--- config.mk ---
export PLATFORM = sky130hd
export DESIGN_NAME = processor_stage2_v2
export DESIGN_NICKNAME = d
export VERILOG_FILES = /design/src/rtl/processor_pkg.sv /design/src/rtl/processor_stage2_v2_fwd_select.sv /design/src/rtl/processor_stage2_v2_if_control.sv /design/src/rtl/processor_stage2_v2.sv
export SDC_FILE = /design/constraint.sdc
export NUM_CORES = 1
export LEC_CHECK = 0
export CAP_MARGIN = 20
export CORE_AREA = 4 4 136 236
export CTS_BUF_LIST = sky130_fd_sc_hd__clkbuf_16
export DETAILED_ROUTE_END_ITERATION = 8
export DIE_AREA = 0 0 140 240
export GPL_ROUTABILITY_DRIVEN = 0
export PLACE_DENSITY = 0.47
export SYNTH_ARGS = -nofsm -noshare
export SYNTH_HDL_FRONTEND = slang
export SYNTH_SLANG_ARGS = --single-unit
--- constraint.sdc ---
create_clock -name clock -period 18.15 [get_ports clock]
set_input_delay 3.63 -clock clock [delete_from_list [all_inputs] [get_ports clock]]
set_output_delay 3.63 -clock clock [all_outputs]
set_load 0.02 [all_outputs]
--- src/rtl/processor_pkg.sv ---
// Opcode map, stage-2 state encoding and operand-usage helpers shared by the
// operand-fetch stage and its sub-modules.
package processor_pkg;

  localparam logic [3:0] OP_ALU        = 4'h1;
  localparam logic [3:0] OP_LOAD       = 4'h2;
  localparam logic [3:0] OP_WRITE      = 4'h3;
  localparam logic [3:0] OP_IF         = 4'h4;
  localparam logic [3:0] OP_CALL_IMM14 = 4'h5;
  localparam logic [3:0] OP_RETURN     = 4'h6;
  localparam logic [3:0] OP_WAIT       = 4'h7;

  localparam logic [1:0] ST_RUN        = 2'd0;
  localparam logic [1:0] ST_WAIT_TIMED = 2'd1;
  localparam logic [1:0] ST_WAIT_EVENT = 2'd2;

  typedef enum logic [1:0] {
    RUN        = ST_RUN,
    WAIT_TIMED = ST_WAIT_TIMED,
    WAIT_EVENT = ST_WAIT_EVENT
  } stage2_state_t;

  // Which read ports an opcode actually consumes; only these can trip the load-use interlock.
  function automatic logic uses_port0(input logic [3:0] op);
    return op inside {OP_ALU, OP_WRITE, OP_IF};
  endfunction

  function automatic logic uses_port1(input logic [3:0] op);
    return op inside {OP_ALU, OP_LOAD, OP_WRITE, OP_CALL_IMM14, OP_RETURN};
  endfunction

endpackage

--- src/rtl/processor_stage2_v2_fwd_select.sv ---
// Priority forward mux for one register read port; the lowest-index matching source wins.
module fwd_select #(
  parameter int WORD_SIZE     = 18,
  parameter int REG_ADDR_BITS = 3,
  parameter int FWD_PORTS     = 2
) (
  input  logic [REG_ADDR_BITS-1:0]           addr,
  input  logic [WORD_SIZE-1:0]               reg_data,
  input  logic [FWD_PORTS-1:0]               fwd_enable,
  input  logic [FWD_PORTS*REG_ADDR_BITS-1:0] fwd_addr,
  input  logic [FWD_PORTS*WORD_SIZE-1:0]     fwd_data,
  output logic [WORD_SIZE-1:0]               data
);

  // Scanning from the oldest source down lets the youngest match overwrite last.
  always_comb begin
    data = reg_data;
    for (int i = FWD_PORTS - 1; i >= 0; i--) begin
      if (fwd_enable[i] && (fwd_addr[i*REG_ADDR_BITS +: REG_ADDR_BITS] == addr))
        data = fwd_data[i*WORD_SIZE +: WORD_SIZE];
    end
  end

endmodule

--- src/rtl/processor_stage2_v2_if_control.sv ---
// Condition evaluator for IF: tests a register value against a 3-bit condition code.
module if_control #(
  parameter int WORD_SIZE = 18
) (
  input  logic [WORD_SIZE-1:0] data,
  input  logic [2:0]           cond,
  output logic                 ok
);

  logic is_zero;
  logic is_neg;

  assign is_zero = (data == '0);
  assign is_neg  = data[WORD_SIZE-1];

  always_comb begin
    ok = 1'b0;
    case (cond)
      3'd0:    ok = 1'b1;
      3'd1:    ok = is_zero;
      3'd2:    ok = !is_zero;
      3'd3:    ok = is_neg;
      3'd4:    ok = !is_neg;
      3'd5:    ok = !is_neg && !is_zero;
      3'd6:    ok = is_neg || is_zero;
      default: ok = 1'b0;
    endcase
  end

endmodule

--- src/rtl/processor_stage2_v2.sv ---
// Operand-fetch stage: register read with forwarding, load-use interlock, memory issue,
// branch/call/return resolution and timed or event-driven WAIT.
//   state      | meaning
//   RUN        | instructions issue normally
//   WAIT_TIMED | counting down imm8 cycles, stage1 held, bubbles emitted
//   WAIT_EVENT | held until wake, bubbles emitted
module processor_stage2_v2
  import processor_pkg::*;
#(
  parameter int ADDR_SIZE     = 18,
  parameter int WORD_SIZE     = 18,
  parameter int REG_ADDR_BITS = 3,
  parameter int FWD_PORTS     = 2,
  parameter int WAIT_CNT_BITS = 8
) (
  input  logic                               clock,
  input  logic                               reset,
  input  logic                               no_operation,
  input  logic [ADDR_SIZE-1:0]               ip,
  input  logic [ADDR_SIZE-1:0]               ip_plus_one,
  input  logic [WORD_SIZE-1:0]               code_word,
  output logic                               stall_out,
  output logic [ADDR_SIZE-1:0]               memory_addr,
  output logic                               memory_write_enable,
  output logic [WORD_SIZE-1:0]               memory_in,
  output logic [REG_ADDR_BITS-1:0]           reg_read_addr0,
  output logic [REG_ADDR_BITS-1:0]           reg_read_addr1,
  input  logic [WORD_SIZE-1:0]               reg_read_data0,
  input  logic [WORD_SIZE-1:0]               reg_read_data1,
  input  logic [FWD_PORTS-1:0]               fwd_enable,
  input  logic [FWD_PORTS*REG_ADDR_BITS-1:0] fwd_addr,
  input  logic [FWD_PORTS*WORD_SIZE-1:0]     fwd_data,
  input  logic                               ex_load_pending,
  input  logic [REG_ADDR_BITS-1:0]           ex_load_addr,
  input  logic                               wake,
  output logic                               no_operation_out,
  output logic [WORD_SIZE-1:0]               alu_data0_out,
  output logic [WORD_SIZE-1:0]               alu_data1_out,
  output logic [WORD_SIZE-1:0]               code_word_out,
  output logic [ADDR_SIZE-1:0]               data1_plus_imm8_out,
  output logic                               waiting_global,
  output logic [ADDR_SIZE-1:0]               ip_to_call,
  output logic                               call_performed,
  output logic                               return_performed
);

  localparam logic [REG_ADDR_BITS-1:0] SP = '1;

  stage2_state_t             state;
  logic [WAIT_CNT_BITS-1:0]  wait_cnt;
  logic [ADDR_SIZE-1:0]      ip_reg;
  logic [ADDR_SIZE-1:0]      ip_plus_one_reg;

  logic [3:0]                op;
  logic [REG_ADDR_BITS-1:0]  rx;
  logic [REG_ADDR_BITS-1:0]  ry;
  logic [7:0]                imm8;
  logic [ADDR_SIZE-1:0]      simm8;
  logic [WORD_SIZE-1:0]      data0;
  logic [WORD_SIZE-1:0]      data1;
  logic [ADDR_SIZE-1:0]      data1_addr;
  logic [ADDR_SIZE-1:0]      eff_addr;
  logic                      running;
  logic                      hazard;
  logic                      issue;
  logic                      cond_ok;
  logic                      is_call;
  logic                      is_sp_op;

  assign op    = code_word[17:14];
  assign rx    = code_word[13:11];
  assign ry    = code_word[10:8];
  assign imm8  = code_word[7:0];
  assign simm8 = {{(ADDR_SIZE-8){imm8[7]}}, imm8};

  assign is_call  = (op == OP_CALL_IMM14);
  assign is_sp_op = is_call || (op == OP_RETURN);

  assign reg_read_addr0 = rx;
  assign reg_read_addr1 = is_sp_op ? SP : ry;

  fwd_select #(.WORD_SIZE(WORD_SIZE), .REG_ADDR_BITS(REG_ADDR_BITS), .FWD_PORTS(FWD_PORTS)) u_fwd0 (
    .addr(reg_read_addr0), .reg_data(reg_read_data0), .fwd_enable(fwd_enable),
    .fwd_addr(fwd_addr), .fwd_data(fwd_data), .data(data0)
  );

  fwd_select #(.WORD_SIZE(WORD_SIZE), .REG_ADDR_BITS(REG_ADDR_BITS), .FWD_PORTS(FWD_PORTS)) u_fwd1 (
    .addr(reg_read_addr1), .reg_data(reg_read_data1), .fwd_enable(fwd_enable),
    .fwd_addr(fwd_addr), .fwd_data(fwd_data), .data(data1)
  );

  if_control #(.WORD_SIZE(WORD_SIZE)) u_if (
    .data(data0), .cond(ry), .ok(cond_ok)
  );

  assign data1_addr = ADDR_SIZE'(data1);
  assign eff_addr   = data1_addr + simm8;

  assign running = (state == RUN);
  assign hazard  = running && !no_operation && ex_load_pending &&
                   ((uses_port0(op) && (ex_load_addr == reg_read_addr0)) ||
                    (uses_port1(op) && (ex_load_addr == reg_read_addr1)));
  assign issue   = running && !no_operation && !hazard;

  assign stall_out      = hazard || !running;
  assign waiting_global = !running;

  assign call_performed      = issue && (is_call || ((op == OP_IF) && cond_ok));
  assign ip_to_call          = is_call ? ADDR_SIZE'(code_word[13:0]) : ip_reg + simm8;
  assign memory_write_enable = issue && ((op == OP_WRITE) || is_call);
  assign memory_addr         = is_sp_op ? data1_addr : eff_addr;
  assign memory_in           = is_call ? WORD_SIZE'(ip_plus_one_reg) : data0;

  // ip_reg tracks the address of the word now on code_word; it freezes whenever stage1 is held.
  always_ff @(posedge clock or negedge reset) begin
    if (!reset) begin
      ip_reg              <= '0;
      ip_plus_one_reg     <= '0;
      no_operation_out    <= 1'b1;
      return_performed    <= 1'b0;
      alu_data0_out       <= '0;
      alu_data1_out       <= '0;
      code_word_out       <= '0;
      data1_plus_imm8_out <= '0;
    end else begin
      if (!stall_out) begin
        ip_reg          <= ip;
        ip_plus_one_reg <= ip_plus_one;
      end
      no_operation_out    <= !issue || (op == OP_WAIT);
      return_performed    <= issue && (op == OP_RETURN);
      alu_data0_out       <= data0;
      alu_data1_out       <= data1;
      code_word_out       <= code_word;
      data1_plus_imm8_out <= eff_addr;
    end
  end

  always_ff @(posedge clock or negedge reset) begin
    if (!reset) begin
      state    <= RUN;
      wait_cnt <= '0;
    end else begin
      case (state)
        RUN: begin
          if (issue && (op == OP_WAIT)) begin
            if (imm8 != 8'd0) begin
              state    <= WAIT_TIMED;
              wait_cnt <= WAIT_CNT_BITS'(imm8);
            end else begin
              state <= WAIT_EVENT;
            end
          end
        end
        WAIT_TIMED: begin
          if (wait_cnt == WAIT_CNT_BITS'(1)) begin
            state    <= RUN;
            wait_cnt <= '0;
          end else begin
            wait_cnt <= wait_cnt - 1'b1;
          end
        end
        WAIT_EVENT: begin
          if (wake) state <= RUN;
        end
        default: state <= RUN;
      endcase
    end
  end

endmodule

==> flow_metrics.py <==
metrics = {
    "min_path": {
        "holdCritPathClass": "reg2reg",
    },
    "synthesis": {
        "synth_flop_cell": "sky130_fd_sc_hd__dfrtp_1",
        "synth.ff_latch_count": 120,
        "synthesis.instances": 737,
        "synth_fp_nets": 917,
        "yosys_warnings": 0,
        "seq_area_frac_synth_pct": 40.4,
        "synth_area_um2": 7440,
        "count_of_different_cell_masters_after_synthesis": 77,
        "synth-edff-count": 0,
        "asyncSetResetFlopFracSynth_pct": 100,
        "synthesis.area_per_instance_um2": 10.1,
    },
    "setup_path": {
        "worst-path-buf-inv": 3,
        "cp.required_ps": 14520,
        "worst_setup_path_end_kind": "output port",
        "cpPeakStageDelay_ps": 660,
        "timing.critical_path.arrival_ps": 9880,
        "critical_path.top_delay_family": "compound AO/OA/AOI/OAI gates",
        "most_repeated_library_cell_on_the_critical_path": "sky130_fd_sc_hd__clkdlybuf4s50_1",
        "criticalPathCategory": "in2out",
        "cp_slowest_cell": "sky130_fd_sc_hd__clkdlybuf4s50_1",
        "crit_path_max_fanout": 18,
        "path_cells": "clkdlybuf4s50_1 -> nor2b_2 -> nand2_1 -> o2111a_1 -> o311ai_4 -> buf_4 -> mux2i_1 -> a21oi_2 -> ha_1 -> fa_1 -> a211oi_1 -> o21a_1 -> o31ai_1 -> o41ai_1 -> o21ai_0 -> a21oi_1 -> xnor2_1 -> mux2_2 -> clkdlybuf4s50_1",
        "timing.critical_path.from_type": "input port",
    },
    "routing": {
        "num_vias": 6766,
        "drt-vias-per-instance": 4.80,
        "initialDrtViolationCount": 235,
        "drt-wirelength-per-cell_um": 21.9,
        "wl_met1_um": 10900,
        "top_signal_layer_used": "met5",
        "drt-total-wl_um": 30800,
        "post-route-drc-count": 0,
        "final_ant_viol_nets": 0,
        "wl_met3_um": 1730,
        "dr_wl_met2_um": 17300,
        "drt_first_pass_iters": 4,
    },
    "floorplanning": {
        "design.portCount": 280,
        "floorplan.die.width_um": 140,
        "placementRows": 84,
        "design.die.area_um2": 33600,
        "core_region_area_um2": 30100,
        "die_y_um": 240,
        "floorplan.initialDensity_pct": 24.7,
    },
    "run_status": {
        "outcome": "finished, final reports clean",
    },
    "pwr": {
        "total_leakage_power_nw": 4.63,
        "areal_power_density_over_the_cells_nw_per_um2": 133,
        "vdd_drop_max_mv": 0.0842,
    },
    "cts": {
        "cts.repair_timing.setup_buffer_count": 0,
        "clock-sinks": 120,
        "deepest_clock_path_buffer_count": 2,
        "cts-resized-gates": 0,
        "clock_transition_at_the_registers_of_the_reported_paths_ps": 50,
        "tritoncts": "yes",
        "root_buffer": "sky130_fd_sc_hd__clkbuf_16",
        "clkLatencyLatePin_ps": 440,
        "cts_htree_levels": 4,
        "cts-buffers-inserted": 17,
        "hold_buffers": 0,
    },
    "sta": {
        "relSlewSlack_pct": 36.3,
        "timing.final.hold_violations": 0,
        "timing.setup.tns_ps": 0,
        "post-route-period-util_pct": 74.5,
        "unrepaired_setup_endpoints_after_global_routing": "false",
        "setup_viol_count_final": 0,
        "fin_worst_setup_slack_ps": 4640,
        "final_period_minus_worst_setup_slack_ps": 13510,
        "fin_skew_ps": 10.7,
        "tightestPinTransition_ps": 955,
        "report.final.slew_viol_count": 0,
        "achievable_clock_frequency_ghz": 0.0740,
    },
    "placement": {
        "detailedPlace.worstSlack_ps": 4670,
        "post-place-cells": 1377,
        "buffer_ports.inserted": 279,
        "detailed_place_hpwl_um": 24700,
    },
    "finish": {
        "proportion_of_layout_cells_with_a_drive_suffix_above_1_pct": 13.6,
        "syn_to_layout_area_delta_pct": 50.7,
        "most-common-layout-cells": "sky130_fd_sc_hd__clkdlybuf4s50_1 (278), sky130_fd_sc_hd__dfrtp_1 (119), sky130_fd_sc_hd__mux2_2 (73), sky130_fd_sc_hd__nand2_1 (67), sky130_fd_sc_hd__nor2_1 (64)",
        "final_net_count": 1189,
        "final_common_cell": "sky130_fd_sc_hd__clkdlybuf4s50_1",
        "finalNonFillerCells": 1409,
    },
    "global_routing": {
        "groute.usage.overall_pct": 18.3,
        "grt_first_pass_wirelength_um": 45700,
        "first_global_vias": 7195,
        "number_of_antenna_violations_at_the_first_check_in_global_routing": 4,
        "grt_overflow_total": 0,
        "grt_max_degree": 69,
    },
    "run": {
        "maxCapViolCount": 0,
    },
}
## path summary, 6_finish.rpt
kind | slack (ps) | cells after the start | from | endpoint
worst max-delay path | 4640 | 19 | code_word[16] | memory_addr[16]
worst min-delay path | 500 | 1 | ip_plus_one_reg[3] | ip_plus_one_reg[3]
worst max register to register | 15680 | 6 | state[0] | wait_cnt[1]
worst min register to register | 500 | 1 | ip_plus_one_reg[3] | ip_plus_one_reg[3]
max in group asynchronous | 13610 | 2 | reset | code_word_out[14]
min in group asynchronous | 3140 | 1 | reset | code_word_out[0]
## Yosys cell counts, types with 3 or more instances
master	instances	area [um2]
sky130_fd_sc_hd__nor2_1	65	244
sky130_fd_sc_hd__nand2_1	67	251
sky130_fd_sc_hd__ha_1	36	450
sky130_fd_sc_hd__mux2_2	73	822
sky130_fd_sc_hd__a211o_1	3	26.3
sky130_fd_sc_hd__nor2b_1	4	25.0
sky130_fd_sc_hd__a21o_1	9	67.6
sky130_fd_sc_hd__a21oi_1	29	145
sky130_fd_sc_hd__xnor2_1	25	219
sky130_fd_sc_hd__o41ai_1	3	26.3
sky130_fd_sc_hd__o2bb2ai_1	3	26.3
sky130_fd_sc_hd__o221ai_1	3	26.3
sky130_fd_sc_hd__o211ai_1	3	22.5
sky130_fd_sc_hd__o21a_1	8	60.1
sky130_fd_sc_hd__o21bai_1	6	45.0
sky130_fd_sc_hd__nor4b_1	3	26.3
sky130_fd_sc_hd__nor3_1	18	90.1
sky130_fd_sc_hd__xor2_1	18	158
sky130_fd_sc_hd__a21oi_2	14	123
sky130_fd_sc_hd__nand2b_1	8	50.1
sky130_fd_sc_hd__nand3_1	6	30.0
sky130_fd_sc_hd__buf_2	9	45.0
sky130_fd_sc_hd__nor4_1	8	50.1
sky130_fd_sc_hd__o21ai_0	34	170
sky130_fd_sc_hd__buf_4	7	52.6
sky130_fd_sc_hd__o31ai_1	4	30.0
sky130_fd_sc_hd__a31oi_1	17	106
sky130_fd_sc_hd__clkbuf_1	13	48.8
sky130_fd_sc_hd__dfrtp_1	119	2980
sky130_fd_sc_hd__inv_1	21	78.8
sky130_fd_sc_hd__and3_1	8	50.1
sky130_fd_sc_hd__a2111oi_0	3	26.3
sky130_fd_sc_hd__or2_2	3	18.8
sky130_fd_sc_hd__mux2i_1	22	220
sky130_fd_sc_hd__buf_6	3	33.8
sky130_fd_sc_hd__or3_1	3	18.8
sky130_fd_sc_hd__a211oi_1	10	75.1
## cell type report
class	count	area (um2)
inverters	22	82.6
multi-input cells	562	4200
well taps	387	484
clock inverters	14	159
flip-flops and latches	120	3000
clock buffers	17	425
repair buffers	286	2850
fillers	3116	18900
diodes	1	2.50
## cell families after synthesis
logic type | Yosys count | synth area share, %
and+or+nand+nor | 208 | 13.2
AOI/OAI and AO/OA | 176 | 16.6
xor gates and xnor gates | 45 | 5.65
buffers and inverters | 55 | 3.58
adders and majority gates | 38 | 6.59
DFF | 120 | 40.4
muxes | 95 | 14.0
## stage by stage
step	hold WS (ps)	total power, mW	util, %	instance area [um2]
6_report	499	1.49	37.3	11200
2_1_floorplan	449	0.828	-	7440
4_1_cts	502	1.52	37.3	11200
3_3_place_gp	469	1.15	35.3	10600
5_1_grt	516	1.58	37.3	11200
3_5_place_dp	475	1.16	35.3	10600
## where the power goes
group | internal [mW] | switching, mW | leakage, nW
registers | 0.342 | 0.0402 | 1.41
clock network | 0.213 | 0.134 | 0.277
logic | 0.364 | 0.398 | 2.94
## per-layer routing
layer  up-vias  track usage (%)
met2       217             34.9
met1      3284             18.6
li1       3217                -
met3        42             4.94
met5         -                0
met4         6             7.29
Power figures use the tool's default switching activity.
==> RTL edit, RTL diff (same settings) <==
`FWD_PORTS` is set to 2 in 2 places; all go to 4.
--- a/src/rtl/processor_stage2_v2_fwd_select.sv
+++ b/src/rtl/processor_stage2_v2_fwd_select.sv
@@ -3,5 +3,5 @@
   parameter int WORD_SIZE     = 18,
   parameter int REG_ADDR_BITS = 3,
-  parameter int FWD_PORTS     = 2
+  parameter int FWD_PORTS     = 4
 ) (
   input  logic [REG_ADDR_BITS-1:0]           addr,
--- a/src/rtl/processor_stage2_v2.sv
+++ b/src/rtl/processor_stage2_v2.sv
@@ -11,5 +11,5 @@
   parameter int WORD_SIZE     = 18,
   parameter int REG_ADDR_BITS = 3,
-  parameter int FWD_PORTS     = 2,
+  parameter int FWD_PORTS     = 4,
   parameter int WAIT_CNT_BITS = 8
 ) (
Ports: changed (resized fwd_addr, fwd_data and fwd_enable); port bits go from 280 to 324. No check against the original RTL was run, so the function may have changed too.
==> RTL edit against the unedited design <==
  * Non-clock buffer count increased by 47
  * Routed wire length increased by 19%
  * Cell area increased by 8.5%
  * Largest cell class unchanged
  * Power increased by 3.3%
  * Worst setup slack got worse by 0.16 ns
  * Area after synthesis increased by 7.3%
  * Sequential cell count unchanged
  * Synthesized cell count increased by 16%
  * First-iteration DRC count increased by 65%
==> RTL edit: results (changes against the unedited design) <==
stage	metric	value	unit	change
clocking	number of H-tree levels	4		unchanged
global_routing	global-route wire length before repair	53000	um	+16%
critical_path	data arrival time of the worst path	10.04	ns	+0.16 ns
sta	final number of setup-violating endpoints	0		unchanged
clocking	clock-pin slew of the registers on the worst-case setup and hold paths	0.05	ns	about the same
placed_design	Buffers on Ports	323		+16%
power	Leakage Power	0.00514	uW	+11%
placed_design	dpl cell area	0.0115	mm^2	+8.6%
placed_design	minimum setup slack after placement	4.45	ns	-0.218 ns
run_status	run status	complete, no violations		
global_routing	largest net degree at the start of global routing	68		-1.4%
clocking	number of setup buffers added after CTS	0		unchanged
synth	Net Count, Synth	1078		+18%
critical_path	largest incremental delay on the critical path	0.71	ns	+0.05 ns
critical_path	highest net fanout along the worst path	18		unchanged
clocking	TritonCTS sink count	120		unchanged
sta	Post-Route Skew	0.00818	ns	-0.00248 ns
global_routing	number of antenna violations at the first check in global routing	4		unchanged
clocking	quantity of gates resized following cts	0		unchanged
critical_path	slowest stage cell, crit path	sky130_fd_sc_hd__clkdlybuf4s50_1		
sta	final setup margin	4.48	ns	-0.155 ns
sta	Slew HR	0.219		-0.144
clocking	clock network latency to the later pin of the worst-skew pair	0.44	ns	about the same
synth	Yosys warning count	0		unchanged
synth	Distinct cells, synth	63		-18%
synth	leading cell types by count after synthesis	sky130_fd_sc_hd__dfrtp_1 (119), sky130_fd_sc_hd__nor2_1 (117), sky130_fd_sc_hd__a21oi_1 (78)		
routing	TritonRoute pass-1 iters	5		+1
global_routing	met3 Usage GRT	0.0533		+0.00398
layout	ratio of cells with drive above 1 in the final layout	0.0940		-0.0421
synth	fraction of the yosys area taken by sequential cells	0.377		-0.0273
layout	fillcell total	3079		-1.2%
routing	overall routed net length	36700	um	+19%
layout	Layout Nets	1382		+16%
global_routing	global routing usage on met1	0.214		+0.0279
power	Sw Share	0.382		-0.00144
global_routing	GRT Resource Usage Total	0.215		+0.0329
global_routing	met2 layer usage reported by global route	0.422		+0.0733
routing	violation count after the first detailed-routing iteration	387		+65%
clocking	buffer levels on the longest clock path	2		unchanged
synth	asr flop ratio synth	1.00		unchanged
synth	leading cell types by total area after synthesis	sky130_fd_sc_hd__dfrtp_1 (37%), sky130_fd_sc_hd__mux2_2 (7.6%), sky130_fd_sc_hd__mux2i_1 (6.8%), sky130_fd_sc_hd__ha_1 (5.6%), sky130_fd_sc_hd__nor2_1 (5.5%)		
routing	via density per instance	4.93		+2.7%
clocking	root buffer selected by CTS	sky130_fd_sc_hd__clkbuf_16		
placed_design	placed wire-length estimate after detailed placement	29300	um	+19%
power	worst ir drop on vdd	0.000106	V	+25%
layout	final core utilization	0.404		+0.0316
global_routing	vias in the first global route	8126		+13%
## RTL edit: cell count changes after synthesis, sizes merged, moves of 6 or more
cell,unedited run,this run
inv,21,27
nor4,8,2
nor2,65,119
o21ai,35,51
clkbuf,13,22
a221o,2,8
mux2,73,54
a21oi,43,78
buf,20,26
mux2i,22,54
xnor2,26,35
a31oi,17,4
nand2,67,52
## RTL edit: power groups by stage
stage / Combinational (uW) / Clock, uW / Sequential, uW
4_1_cts: 805 / 377 / 378
3_5_place_dp: 799 / 0 / 382
6_report: 793 / 368 / 378
3_3_place_gp: 800 / 0 / 381
2_1_floorplan: 415 / 0 / 413
5_1_grt: 859 / 388 / 388
## RTL edit: per-layer routing
metal / routed length [um] / vias to the layer above / share of wire
met4: 1140 / 0 / 0.031
li1: - / 3660 / -
met5: 0 / - / 0
met2: 21000 / 255 / 0.57
met1: 12800 / 3744 / 0.35
met3: 1840 / 47 / 0.050
## RTL edit: cell families (layout without fill, tap and decap cells)
group,Yosys count,in the layout,synth area share
xor gates and xnor gates,55,55,0.0604
and+or+nand+nor,244,244,0.141
other,0,5,0
buffers and inverters,75,391,0.0477
DFF,120,120,0.377
muxes,108,108,0.144
adders and majority gates,38,38,0.0615
AOI/OAI and AO/OA,214,214,0.169
## RTL edit: final cells by class
type | count | area share
Multi-Input combinational cell | 659 | 0.381
Timing Repair Buffer | 333 | 0.272
Sequential cell | 120 | 0.247
Tap cell | 387 | 0.0398
Clock buffer | 17 | 0.0350
Clock inverter | 14 | 0.0156
Inverter | 27 | 0.00834
Antenna cell | 5 | 0.00103
## RTL edit: worst paths after layout
path / slack (ns) / startpoint / endpoint / cells past startpoint
setup / recovery: 4.48 / code_word[15] / memory_addr[16] / 23
setup reg to reg: 16.00 / state[1] / wait_cnt[6] / 7
max in group asynchronous: 13.67 / reset / data1_plus_imm8_out[12] / 2
min in group asynchronous: 3.20 / reset / code_word_out[2] / 1
hold / removal: 0.48 / state[0] / state[1] / 1
hold reg to reg: 0.48 / state[0] / state[1] / 1
## RTL edit: per-stage QoR
step                cells  total power, uW
floorplan             854              828
global placement     1526             1180
detailed placement   1526             1180
CTS                  1557             1560
global route         1561             1630
finish               1562             1540
